==> src/rtl/watch_dp.sv <==
// watch_dp: HH:MM:SS.CC timekeeping datapath for the watch mode.
// A divided timebase advances centiseconds; carries ripple combinationally
// through sec/min/hour and every field registers on the same edge. Adjust
// pulses add one to their own field without producing a carry.
module watch_dp #(
  parameter int unsigned CLK_FREQ  = 100_000_000,
  parameter int unsigned TICK_HZ   = 100,
  parameter int unsigned INIT_HOUR = 12
) (
  input  logic       clk,
  input  logic       rst,
  input  logic       i_hour,
  input  logic       i_min,
  input  logic       i_sec,
  output logic [6:0] o_cs,
  output logic [5:0] o_sec,
  output logic [5:0] o_min,
  output logic [4:0] o_hour,
  output logic       o_tick
);

  localparam int unsigned      DIV      = CLK_FREQ / TICK_HZ;
  localparam int unsigned      DIV_W    = (DIV > 2) ? $clog2(DIV) : 1;
  localparam logic [DIV_W-1:0] DIV_LAST = DIV_W'(DIV - 1);
  localparam logic [4:0]       HOUR_RST = 5'(INIT_HOUR % 24);

  logic [DIV_W-1:0] div_q, div_d;
  logic [6:0]       cs_q, cs_d;
  logic [5:0]       sec_q, sec_d;
  logic [5:0]       min_q, min_d;
  logic [4:0]       hour_q, hour_d;
  logic             tick_q;

  logic             tick;
  logic             c_cs, c_sec, c_min;
  logic [6:0]       sec_sum;
  logic [6:0]       min_sum;
  logic [5:0]       hour_sum;

  // Timebase divider and rollover carry chain, all from current state
  always_comb begin
    tick  = (div_q == DIV_LAST);
    div_d = tick ? '0 : div_q + DIV_W'(1);
    c_cs  = tick  & (cs_q  == 7'd99);
    c_sec = c_cs  & (sec_q == 6'd59);
    c_min = c_sec & (min_q == 6'd59);
  end

  // Field next-state: own carry plus adjust pulse, at most +2, one wrap step
  always_comb begin
    cs_d = cs_q;
    if (tick) begin
      cs_d = (cs_q == 7'd99) ? '0 : cs_q + 7'd1;
    end

    sec_sum = {1'b0, sec_q} + 7'(c_cs) + 7'(i_sec);
    sec_d   = (sec_sum >= 7'd60) ? sec_sum[5:0] - 6'd60 : sec_sum[5:0];

    min_sum = {1'b0, min_q} + 7'(c_sec) + 7'(i_min);
    min_d   = (min_sum >= 7'd60) ? min_sum[5:0] - 6'd60 : min_sum[5:0];

    hour_sum = {1'b0, hour_q} + 6'(c_min) + 6'(i_hour);
    hour_d   = (hour_sum >= 6'd24) ? hour_sum[4:0] - 5'd24 : hour_sum[4:0];
  end

  // State registers with asynchronous active-low reset
  always_ff @(posedge clk or negedge rst) begin
    if (!rst) begin
      div_q  <= '0;
      cs_q   <= '0;
      sec_q  <= '0;
      min_q  <= '0;
      hour_q <= HOUR_RST;
      tick_q <= 1'b0;
    end else begin
      div_q  <= div_d;
      cs_q   <= cs_d;
      sec_q  <= sec_d;
      min_q  <= min_d;
      hour_q <= hour_d;
      tick_q <= tick;
    end
  end

  assign o_cs   = cs_q;
  assign o_sec  = sec_q;
  assign o_min  = min_q;
  assign o_hour = hour_q;
  assign o_tick = tick_q;

endmodule

==> config.mk <==
export PLATFORM = sky130hd
export DESIGN_NAME = watch_dp
export DESIGN_NICKNAME = d
export VERILOG_FILES = /design/src/rtl/watch_dp.sv
export SDC_FILE = /design/constraint.sdc
export NUM_CORES = 1
export LEC_CHECK = 0
export ABC_AREA = 1
export BUFFER_PORTS_ARGS = -buffer_cell sky130_fd_sc_hd__buf_2
export CORE_AREA = 2 2 108 89
export DETAILED_ROUTE_END_ITERATION = 6
export DIE_AREA = 0 0 110 91
export PLACE_DENSITY = 0.53
export SLEW_MARGIN = 10
export SYNTH_ARGS = -nofsm -noshare
export SYNTH_HDL_FRONTEND = slang
export SYNTH_SLANG_ARGS = --single-unit
==> constraint.sdc <==
create_clock -name clk -period 3.85 [get_ports clk]
set_input_delay 0.1925 -clock clk [delete_from_list [all_inputs] [get_ports clk]]
set_output_delay 0.1925 -clock clk [all_outputs]
set_load 0.05 [all_outputs]
==> metrics <==
# fillers 955; Clock Sink Count 45; global-route wire length before repair 10.25 mm; count leader, synth nand2_1; share of total power in the clock network 19.9%; CP max stage delay 430 ps; internal power 1.008 mW; proportion of layout cells with a drive suffix above 1 18.89%; max_slew headroom 31.47%; Post-synth EDFFs 0; instance count after placement with tap cells included 467; clock latency reported for the late side of the worst-skew pair 290 ps; async set or reset register ratio after synthesis 100.0%; largest buffer count on any clock path 2; HPWL Detailed 4.396 mm; number of nets at the end of the flow 374; count of synthesis-stage warnings from yosys 0; TritonCTS clock tree built; worst hold path class in -> async; count of state elements after synthesis 45; element type at the critical path end flip-flop; count of cells resized by post-cts repair 0; layout overhead on the synthesized area 14.95%; Cell Rows 31; ys flop type dfrtp_1; critical path cell sequence ha_1 > inv_1 > nor3b_1 > nand3_1 > nor3_2 > fa_1 > ha_1 > xor2_2 > ha_1 > nor3b_1 > nand3_1 > o21ai_2 > nand2_2 > nand2_2 > nand2_1 > nand2_1; GP Congestion 0.8289; most common library cells after synthesis 77 x nand2_1, 46 x inv_1, 43 x dfrtp_1; Vert. Die Dim 91 um; power share of the combinational group 43.5%; number of design-rule violations left by the first detailed-router iteration 76; antenna viol nets, final 0; Max Transition Viols Final 0; mean instance size in the synthesized netlist 8.139 um2; hold violation count in the final report 0; fin cells 475; data required time at the worst endpoint 4090 ps; worst-path maximum fanout 7; post-route clock period utilization 80.81%; worst-margin pin slew 1028 ps; number of buffer cells added on primary ports 29; crit start category flip-flop; worst-case hold slack 68.52 ps; path type of the worst setup path reg -> reg; final setup violating endpoints 0; number of instances in the synthesized netlist 325; Area contributors post-synth dfrtp_1 41%, nand2_1 11%, inv_1 6.5%; area enclosed by the die boundary 0.01001 mm2; ant diodes 0; vias after detailed routing 2120; total CTS buffers 5; iteration count of the initial detailed-routing pass 4; Post-Layout Inst Area 0.003040 mm2; cell with the largest stage delay on the worst path dfrtp_1; cell leakage power 1.536 nW; Via density 4.463; total congestion overflow 0; Die Span X 110 um; Place WS 765.4 ps; power per unit of standard cell area 615.0 mW/mm2; data arrival time of the critical path 3350 ps; number of antenna violations at the first check in global routing 0; total nets after synthesis 340; Fin Clk Skew 6.240 ps; residual DRC count 0; largest net degree at the start of global routing 46; proportion of total power due to net switching 46.12%; maximum achievable frequency 0.3214 GHz; Core Area 0.008882 mm2; net switching power 862.4 uW; final-layout setup total negative slack 0 ps; Reg clk slew, reported paths 90 ps; netlist area before placement 0.002645 mm2; share of synthesized area occupied by flip-flops and latches 42.67%; clock root cell clkbuf_8; portion of total power attributed to sequential cells 36.6%; number of maximum-capacitance violations 0; cell with the most instances on the worst path ha_1; Clock H-tree levels 2; top cell type by total area after synthesis dfrtp_1; effective utilization at floorplan 29.78%; post-CTS repair timing setup buffer count 0; unrepaired setup endpoints after global routing false; WL final 5.764 mm; post-synth top area share 40.68%; number of unique standard cell types used by synthesis 35; vias in the first global route 2123; Tot GR Track Use 12.82%; boundary pin count 30; worst supply voltage drop on vdd 0.3320 mV; number of hold buffers added after cts 0; shortest period the worst path allows 3111 ps; placed inst area 0.002924 mm2; slack of the critical path 738.8 ps; detail-routed net length per standard cell 12.13 um; outcome finished clean
==> per-layer routing <==
metal  share of wire [%]  GRT usage [%]
met5                   0              0
met4                 1.1          3.797
met3                 3.1          2.584
met2                  43          18.71
met1                  53          18.95
==> final timing paths <==
path                           from  endpoint  slack, ps  depth (start not counted)
setup / recovery            o_cs[0]  o_min[4]        740                         16
hold / removal                  rst    o_tick         70                          1
setup reg to reg            o_cs[0]  o_min[4]        740                         16
hold reg to reg            div_q[0]  div_q[0]        470                          1
max in group asynchronous       rst  div_q[8]       3140                          1
min in group clk              i_min  o_min[0]        220                          2
==> per-stage QoR <==
stage	util (%)	power (mW)
after CTS	34.23	1.891
after floorplan	-	1.308
after detailed placement	32.92	1.509
final	34.23	1.870
after global routing	34.23	2.016
after global placement	32.92	1.507
==> registers in the layout (all words and copies together) (netlist names) <==
| register | count |
|---|---|
| div_q | 20 |
| o_hour | 5 |
| o_cs | 7 |
| o_min | 6 |
| o_sec | 6 |
| o_tick | 1 |
==> placed cells by master, fill, tap and decap left out, types with 2 or more instances in the layout <==
master	netlist	final
inv_1	46	46
nand2_2	7	7
o21a_1	2	2
ha_1	7	7
nor3b_1	2	2
xor2_1	14	14
fa_1	3	3
inv_2	2	2
a21oi_1	5	5
nor3_2	6	6
nor2_4	2	2
dfstp_2	2	2
nor3_1	3	3
nor2_2	3	3
nand3b_1	2	2
o21ai_1	4	4
nand3_1	27	27
nand3_2	4	4
xnor2_1	4	4
nor2_1	30	30
o21ai_0	7	7
nand4_1	11	11
clkbuf_8	0	6
dfrtp_1	43	43
buf_2	1	29
nand2_1	77	77
and2_1	2	2
==> kinds of logic after synthesis <==
group / after synthesis / share of synthesized area [%]
adder cells (fa/ha/maj): 10 / 5.582
multiplexers: 1 / 0.3784
AND/OR/NAND/NOR: 180 / 33.49
AO/OA/AOI/OAI: 19 / 3.926
buffers and inverters: 51 / 7.379
XOR/XNOR: 19 / 6.575
flip-flops: 45 / 42.67
==> layout make-up <==
| type | count | area [um2] | area share [%] |
|---|---|---|---|
| repair buffers | 29 | 145.1 | 4.774 |
| flip-flops and latches | 45 | 1129 | 37.12 |
| clock inverters | 1 | 30.03 | 0.9877 |
| inverters | 49 | 185.2 | 6.091 |
| clock buffers | 7 | 86.33 | 2.840 |
| well taps | 115 | 143.9 | 4.733 |
| multi-input cells | 229 | 1321 | 43.46 |
==> power by group through the flow <==
stage | combinational [mW] | clock (mW) | sequential [mW]
4_1_cts | 0.820 | 0.388 | 0.683
3_3_place_gp | 0.816 | 0 | 0.690
2_1_floorplan | 0.337 | 0 | 0.972
6_report | 0.813 | 0.373 | 0.684
3_5_place_dp | 0.818 | 0 | 0.691
5_1_grt | 0.903 | 0.411 | 0.702
==> critical path: cells and delay by family (launching register included) <==
kind / cells / cell delay (ps)
flops: 1 / 430
xor+xnor: 1 / 250
buf+inv: 1 / 80
fa+ha+maj: 4 / 910
simple gates: 9 / 1320
compound gates: 1 / 70
(Power assumes the default switching activity.)
